**src/rtl/pc_sequencer.sv**
```systemverilog
// pc_sequencer: fetch/decode/execute controller driving PC_module strobes from fetched bytes.
// Define PC_SEQ_STACK_EN to add the CALL/RET return-address stack; otherwise 0x4/0x5 act as NOP.
module pc_sequencer #(
  parameter int STACK_DEPTH = 4
) (
  input  logic       CLK,
  input  logic       CLB,
  input  logic       run,
  input  logic [7:0] pc_count,
  input  logic [7:0] instr_in,
  input  logic       mem_ack,
  input  logic       zero_flag,
  output logic       mem_req,
  output logic [7:0] mem_addr,
  output logic       SelPC,
  output logic       IncPC,
  output logic       LoadPC,
  output logic [7:0] A,
  output logic [3:0] B,
  output logic       exec_valid,
  output logic [7:0] exec_op,
  output logic       halted
);

  typedef enum logic [2:0] {
    S_IDLE,
    S_FETCH,
    S_DECODE,
    S_OPND,
    S_EXEC,
    S_HALT
  } state_t;

  state_t     state_q, state_d;
  logic [7:0] ir_q, ir_d;
  logic [7:0] opnd_q, opnd_d;
  logic       zf_q, zf_d;
  logic [3:0] opcode;

  assign opcode = ir_q[7:4];

`ifdef PC_SEQ_STACK_EN
  localparam int SP_W = $clog2(STACK_DEPTH);
  localparam logic [SP_W:0] CNT_FULL = (SP_W + 1)'(STACK_DEPTH);

  logic [7:0]      stk_q [STACK_DEPTH];
  logic [SP_W-1:0] wp_q;
  logic [SP_W:0]   cnt_q;
  logic [7:0]      stk_top;
  logic            do_push, do_pop;

  assign do_push = (state_q == S_EXEC) && (opcode == 4'h4);
  assign do_pop  = (state_q == S_EXEC) && (opcode == 4'h5);
  assign stk_top = (cnt_q == '0) ? 8'h00 : stk_q[wp_q - 1'b1];

  // Circular buffer: a push when full overwrites the oldest entry by wrapping wp_q.
  always_ff @(posedge CLK or negedge CLB) begin
    if (!CLB) begin
      wp_q  <= '0;
      cnt_q <= '0;
      for (int i = 0; i < STACK_DEPTH; i++) stk_q[i] <= 8'h00;
    end else if (do_push) begin
      stk_q[wp_q] <= pc_count + 8'd1;
      wp_q        <= wp_q + 1'b1;
      if (cnt_q != CNT_FULL) cnt_q <= cnt_q + 1'b1;
    end else if (do_pop && (cnt_q != '0)) begin
      wp_q  <= wp_q - 1'b1;
      cnt_q <= cnt_q - 1'b1;
    end
  end
`else
  localparam int unused_stack_depth = STACK_DEPTH;
`endif

  always_ff @(posedge CLK or negedge CLB) begin
    if (!CLB) begin
      state_q <= S_IDLE;
      ir_q    <= 8'h00;
      opnd_q  <= 8'h00;
      zf_q    <= 1'b0;
    end else begin
      state_q <= state_d;
      ir_q    <= ir_d;
      opnd_q  <= opnd_d;
      zf_q    <= zf_d;
    end
  end

  always_comb begin
    state_d    = state_q;
    ir_d       = ir_q;
    opnd_d     = opnd_q;
    zf_d       = zf_q;
    mem_req    = 1'b0;
    mem_addr   = 8'h00;
    SelPC      = 1'b0;
    IncPC      = 1'b0;
    LoadPC     = 1'b0;
    A          = 8'h00;
    B          = 4'h0;
    exec_valid = 1'b0;
    exec_op    = 8'h00;
    halted     = 1'b0;

    case (state_q)
      S_IDLE: begin
        if (run) state_d = S_FETCH;
      end
      S_FETCH: begin
        mem_req  = 1'b1;
        mem_addr = pc_count;
        if (mem_ack) begin
          ir_d    = instr_in;
          state_d = S_DECODE;
        end
      end
      S_DECODE: begin
        zf_d = zero_flag;
        case (opcode)
          4'h1: begin
            IncPC   = 1'b1;
            state_d = S_OPND;
          end
`ifdef PC_SEQ_STACK_EN
          4'h4: begin
            IncPC   = 1'b1;
            state_d = S_OPND;
          end
`endif
          4'hF:    state_d = S_HALT;
          default: state_d = S_EXEC;
        endcase
      end
      S_OPND: begin
        mem_req  = 1'b1;
        mem_addr = pc_count;
        if (mem_ack) begin
          opnd_d  = instr_in;
          state_d = S_EXEC;
        end
      end
      S_EXEC: begin
        state_d = run ? S_FETCH : S_IDLE;
        case (opcode)
          4'h1: begin
            LoadPC = 1'b1;
            SelPC  = 1'b1;
            A      = opnd_q;
          end
`ifdef PC_SEQ_STACK_EN
          4'h4: begin
            LoadPC = 1'b1;
            SelPC  = 1'b1;
            A      = opnd_q;
          end
          4'h5: begin
            LoadPC = 1'b1;
            SelPC  = 1'b1;
            A      = stk_top;
          end
`endif
          4'h2: begin
            LoadPC = 1'b1;
            B      = ir_q[3:0];
          end
          4'h3: begin
            // Branch decision uses the flag captured in DECODE, not the live input.
            if (zf_q) begin
              LoadPC = 1'b1;
              B      = ir_q[3:0];
            end else begin
              IncPC = 1'b1;
            end
          end
          4'h6, 4'h7, 4'h8, 4'h9, 4'hA, 4'hB, 4'hC, 4'hD, 4'hE: begin
            IncPC      = 1'b1;
            exec_valid = 1'b1;
            exec_op    = ir_q;
          end
          default: IncPC = 1'b1;
        endcase
      end
      S_HALT: begin
        halted = 1'b1;
        if (!run) state_d = S_IDLE;
      end
      default: state_d = S_IDLE;
    endcase
  end

endmodule

```
**config.mk**
```make
export PLATFORM = sky130hd
export DESIGN_NAME = pc_sequencer
export DESIGN_NICKNAME = d
export VERILOG_FILES = /design/src/rtl/pc_sequencer.sv
export SDC_FILE = /design/constraint.sdc
export NUM_CORES = 1
export LEC_CHECK = 0
export BUFFER_PORTS_ARGS = -buffer_cell sky130_fd_sc_hd__buf_2
export CORE_MARGIN = 4
export CORE_UTILIZATION = 48
export CTS_BUF_LIST = sky130_fd_sc_hd__clkbuf_4 sky130_fd_sc_hd__clkbuf_8
export CTS_CLUSTER_DIAMETER = 200
export DETAILED_ROUTE_END_ITERATION = 16
export PLACE_DENSITY = 0.89
export SLEW_MARGIN = 20
export SYNTH_ARGS = -nofsm -noshare
export SYNTH_HDL_FRONTEND = slang
export SYNTH_SLANG_ARGS = --single-unit
```
**constraint.sdc**
```tcl
create_clock -name CLK -period 1.7 [get_ports CLK]
set_input_delay 0.085 -clock CLK [delete_from_list [all_inputs] [get_ports CLK]]
set_output_delay 0.085 -clock CLK [all_outputs]
set_load 0.01 [all_outputs]
```
==> flow_summary.toml, run 1 <==
[outcome]
status = "finished, violations left"
violations = "negative setup slack"

[timing]
whs_ps = 20.1
final_hold_viol_count = 0
fin_crit_sh_pct = 108
maxSlewViolCount = 0
fin_ws_ps = -136
worst-slew-pin-transition_ps = 458
fin_crit_ps = 1840
finalSetupViolations = 16
fin_setup_tns_ps = -929
max_freq_mhz = 545
relSlewSlack_pct = 69.5
finalClockSkew_ps = 7.32
rsz0062_at_grt = "true"

[floorplan]
rows = 17
die_h_um = 57.6
io_pins = 55
die-area_mm2 = 0.00332
initial_core_util_pct = 52.0
core_mm2 = 0.00228
die_x_um = 57.6

[worst_hold_path]
hp-class = "in -> reg"

[detailed_routing]
wl_mm = 3.79
drtAntennaViolNets = 0
dr_total_vias = 1157
wl_per_cell_um = 18.3
first_pass_iters = 4
first_iter_violations = 40
avgViaCountPerCell = 5.59
route.detailed.drc = 0

[synthesis]
synthFlopType = "dfrtp_1"
synthesis.nets = 132
ys_async_sr_fraction_pct = 100
avgSynthCellArea_um2 = 10.7
synth_seq_area_share_pct = 42.3
synth_top_area_share_pct = 42.3
synth_area_leaders = "dfrtp_1 42%, mux2_2 13%, and2_1 9.5%"
yosysTopAreaCell = "dfrtp_1"
ys_ff_latch = 20
synth_area_mm2 = 0.00118
synth_cells = 111
yosysUniqueCellTypes = 32
synth-edff-count = 0
ys_warn_count = 0

[pwr]
power_density_mw_per_mm2 = 1560
leakage_nw = 0.897
p_total_mw = 2.74
ir_drop_mv = 1.08

[placed_design]
dpl_cell_area_mm2 = 0.00149
port_buffers = 54
place_congestion = 0.921
dp_hpwl_mm = 2.42

[worst_setup_path]
reg2regPathDepth = 5
reg2reg_to = "ir_q[3]"
crit_path_max_fanout = 5
cp.arrival_ps = 1750
start_kind = "flip-flop"
worstPathRequired_ps = 1620
rrSetupSlack_ps = 50
worst-setup-path-type = "reg -> out"
endpoint = "exec_op[1]"
worstReg2RegStart = "state_q[2]"
critical_path.endpoint_type = "output pin"
timing.critical_path.from = "state_q[0]"

[clocking]
root_buffer = "clkbuf_4"
cts_tree = "built"
htreeDepth = 1
cts.sinks = 20
clockBufferDepth = 2
cts_buffers = 3
insertion_delay_ps = 290
clk_pin_slew_worst_paths_ps = 110

[finish]
fin_area_mm2 = 0.00175
n_antenna_cell = 0
layout.nets = 202
fill_cells = 136
drive_gt1_share_pct = 61.5
flow.area_growth_from_synthesis_pct = 48.4
fin_util_pct = 77.1

[grt]
grt_max_degree = 21
antenna_found_initial = 0
grt_pass1_vias = 1136
grtUsageTotal_pct = 20.0
grt-ovfl-total = 0
grt_pass1_wl_mm = 5.24

[flow_run]
drv_cap = 0
routing by layer:
layer	part of all wire [%]	up-vias	global-route usage [%]
li1	-	530	-
met1	40	550	24.2
met2	50	69	35.3
met3	9.4	8	3.56
met4	1.2	0	7.62
met5	0	-	0
power breakdown:
group / switching (mW) / internal [mW] / total [mW]
Combinational: 0.790 / 0.786 / 1.58
Clock: 0.139 / 0.0824 / 0.222
Sequential: 0.222 / 0.725 / 0.947
Total: 1.15 / 1.59 / 2.74
layout by cell type, fill, tap and decap left out, types with 2 or more instances in the layout:
| cell | instances |
|---|---|
| buf_4 | 11 |
| dfrtp_1 | 16 |
| xor2_1 | 2 |
| nand2_1 | 4 |
| mux2_1 | 2 |
| a21oi_1 | 4 |
| mux2_2 | 14 |
| buf_6 | 13 |
| o21ai_0 | 2 |
| and3_4 | 6 |
| and2_1 | 17 |
| buf_2 | 46 |
| dfrtp_2 | 4 |
| o211ai_1 | 2 |
| inv_1 | 3 |
| and3_1 | 6 |
| clkbuf_4 | 3 |
logic make-up (layout without fill, tap and decap cells):
group / count (synthesis) / count (layout) / synth area share, %
xor gates and xnor gates: 2 / 2 / 1.48
and+or+nand+nor: 46 / 47 / 24.8
AOI/OAI and AO/OA: 15 / 15 / 10.7
buffers and inverters: 11 / 78 / 4.55
DFF: 20 / 20 / 42.3
muxes: 17 / 17 / 16.2
registers in the layout, summed over array words and instances, names as in the netlist:
signal / count
opnd_q: 8
zf_q: 1
ir_q: 8
state_q: 3
area by class of cell:
cell class	count	area [um^2]	area share, %
tap	28	35.0	2.00
clock buffer	3	22.5	1.28
sequential	20	505	28.8
inverter	3	11.3	0.642
timing repair buffer	72	474	27.0
multi-input combinational	81	706	40.2
metrics by stage:
step           worst slack (ps)  instances
2_1_floorplan               223        111
3_3_place_gp                153        191
3_5_place_dp                110        191
4_1_cts                    -175        198
5_1_grt                    -200        207
6_report                   -136        207
timing repair:
item	CTS	global route
pin swaps	6	11
endpoints found under the setup margin	22	32
resized for setup	9	24
hold endpoints to repair	20	0
buffers inserted	3	7
hold buffers	1	0
gates cloned	0	2
worst min path at each step:
stage	from	to	slack, ps	depth (start not counted)
2_1_floorplan	CLB	ir_q[0]	-210	0
6_report	instr_in[5]	ir_q[5]	20	2
5_1_grt	instr_in[5]	ir_q[5]	20	2
3_5_place_dp	CLB	opnd_q[5]	60	1
4_1_cts	instr_in[5]	ir_q[5]	10	2
3_3_place_gp	CLB	opnd_q[5]	40	1
synthesized netlist by cell type, types with 2 or more instances:
library cell,number
mux2_1,3
a21oi_1,4
o211ai_1,2
buf_2,3
o21ai_0,2
nand2_1,4
xor2_1,2
clkbuf_1,3
and2_1,18
inv_1,3
mux2_2,14
nor3_1,2
nor2_1,2
and3_1,12
dfrtp_1,20
critical path: stages (launching register included):
cell and delay (ps):
dfrtp_2 430, or3b_4 400, a311oi_4 320, and2_1 180, buf_2 120
Note: power is estimated with default switching activity, not from simulation.
==> run 2, diff against run 1 <==
SETUP_SLACK_MARGIN = 0.3   (was not set)
==> run 2 against run 1 <==
Against the previous run:
- the flow still finishes with violations (negative setup slack)
- worst hold slack got worse by 5.7 ps
- routed wire length increased by 16%
- fmax decreased by 5.4%
- design area increased by 19%
- clock skew about the same
- core utilization increased by 15 points
- largest power group unchanged
- highest routed layer unchanged
==> flow_summary.toml, run 2 (synthesized netlist as in run 1, its figures left out) <==
[worst_setup_path]
worst-setup-path-type = "reg -> out"
critical_path.endpoint_type = "output pin"
worstPathRequired_ps = 1620
critPathTopFamily = "simple AND/OR/NAND/NOR gates"
cp.buffers_inverters = 1
start_kind = "flip-flop"
slowest_stage = "dfrtp_2"
slowest_delay_ps = 450
cp_cell_sequence = "or3b_4 > a311oi_4 > and2_1 > buf_2"
cp.arrival_ps = 1860
crit_path_max_fanout = 5

[detailed_routing]
first_pass_iters = 4
avgViaCountPerCell = 5.66
drtAntennaViolNets = 0
first_iter_violations = 28
dr_total_vias = 1217
wl_per_cell_um = 20.5
route.detailed.drc = 0
wl_mm = 4.40

[finish]
largest_registers = "ir_q (8), opnd_q (8), state_q (3)"
fill_cells = 83
multi_input_area_um2 = 837
seqCellArea_um2 = 508
drive_gt1_share_pct = 73.8
n_antenna_cell = 0
final_common_cell = "buf_2"
flow.area_growth_from_synthesis_pct = 76.3
layout_common_cells = "35 x buf_2, 29 x buf_6, 16 x mux2_4, 14 x dfrtp_1"
layout.nets = 209

[timing]
fin_ws_ps = -242
fin_crit_ps = 1940
worst-slew-pin-transition_ps = 457
maxSlewViolCount = 0
fin_crit_sh_pct = 114
relSlewSlack_pct = 69.5
finalClockSkew_ps = 7.51
fin_setup_tns_ps = -3500
rsz0062_at_grt = "true"
whs_ps = 14.4
finalSetupViolations = 36
max_freq_mhz = 515
final_hold_viol_count = 0

[pwr]
ir_drop_mv = 1.64
power_density_mw_per_mm2 = 1690
leakage_nw = 1.05

[grt]
grtUsageTotal_pct = 23.0
antenna_found_initial = 0
grt_max_degree = 21
grt_pass1_wl_mm = 5.86
grt_pass1_vias = 1228
grt-ovfl-total = 0

[floorplan]
initial_core_util_pct = 52.0
die_h_um = 57.6
die-area_mm2 = 0.00332
die_x_um = 57.6
io_pins = 55
rows = 17
core_mm2 = 0.00228

[placed_design]
dp_hpwl_mm = 2.24
port_buffers = 54
place_ws_ps = 129
place_congestion = 0.869

[clocking]
insertion_delay_ps = 310
clockBufferDepth = 2
cts_tree = "built"
cts.sinks = 20
root_buffer = "clkbuf_4"
htreeDepth = 1
clk_pin_slew_worst_paths_ps = 120
cts_buffers = 3

[outcome]
status = "finished, violations left"
violations = "negative setup slack"

[worst_hold_path]
hp-class = "in -> reg"

[flow_run]
drv_cap = 0
-- run 2: changes by cell type in the layout (fill, tap and decap cells not counted), sizes merged --
cell	delta
dlygate4sd3	+1
buf	+7
dlymetal6s2s	+1
and2b	-1
-- run 2: timing repair --
action                                  CTS  global route
hold buffers                              2             0
setup buffers                            11             7
endpoints found under the setup margin   49            53
resized for setup                        51            37
pin swaps                                18            27
gates cloned                              1             0
endpoints found under the hold margin    21             0
-- run 2: worst reg2reg max path, stage by stage (launching register included) --
cell and delay (ps):
dfrtp_1 420, buf_6 120, buf_6 120, and2b_4 320, and3_4 210, buf_12 140
mux2_4 310
-- run 2: through the flow --
| stage | cell area, um^2 | utilization [%] | instances | power [mW] |
|---|---|---|---|---|
| 3_3_place_gp | 1500 | 65.7 | 190 | 2.05 |
| 4_1_cts | 1850 | 81.5 | 208 | 3.13 |
| 3_5_place_dp | 1500 | 65.7 | 190 | 2.12 |
| 5_1_grt | 2080 | 91.6 | 215 | 3.71 |
| 2_1_floorplan | 1180 | - | 111 | 1.74 |
| 6_report | 2080 | 91.6 | 215 | 3.53 |
-- run 2: power breakdown --
part | internal (mW) | total (mW) | leakage, nW | switching, mW
Clock | 0.131 | 0.290 | 0.0210 | 0.159
Combinational | 1.31 | 2.25 | 0.794 | 0.944
Sequential | 0.730 | 0.988 | 0.234 | 0.259
Total | 2.17 | 3.53 | 1.05 | 1.36
-- run 2: final cells by class --
type                            instances  area share [%]
Multi-Input combinational cell         80            40.2
Sequential cell                        20            24.4
Tap cell                               28            1.68
Clock buffer                            4            1.74
Timing Repair Buffer                   80            31.5
Inverter                                3           0.540
-- run 2: path summary, 6_finish.rpt --
check / startpoint / to / slack [ps] / cells after the start
setup / recovery: state_q[1] / exec_op[2] / -240 / 4
hold / removal: instr_in[3] / ir_q[3] / 10 / 2
setup reg to reg: state_q[2] / ir_q[1] / -50 / 6
hold reg to reg: opnd_q[3] / opnd_q[3] / 530 / 1
max in group asynchronous: CLB / ir_q[6] / 1110 / 2
min in group asynchronous: CLB / opnd_q[0] / 250 / 2
-- run 2: layer usage --
metal  routed length (um)  vias up  track usage, %
met5                    0        -               0
met4                  107        0            4.97
met3                  353       12            6.68
met2                 2270       75            41.8
met1                 1660      589            26.8
li1                     -      541               -
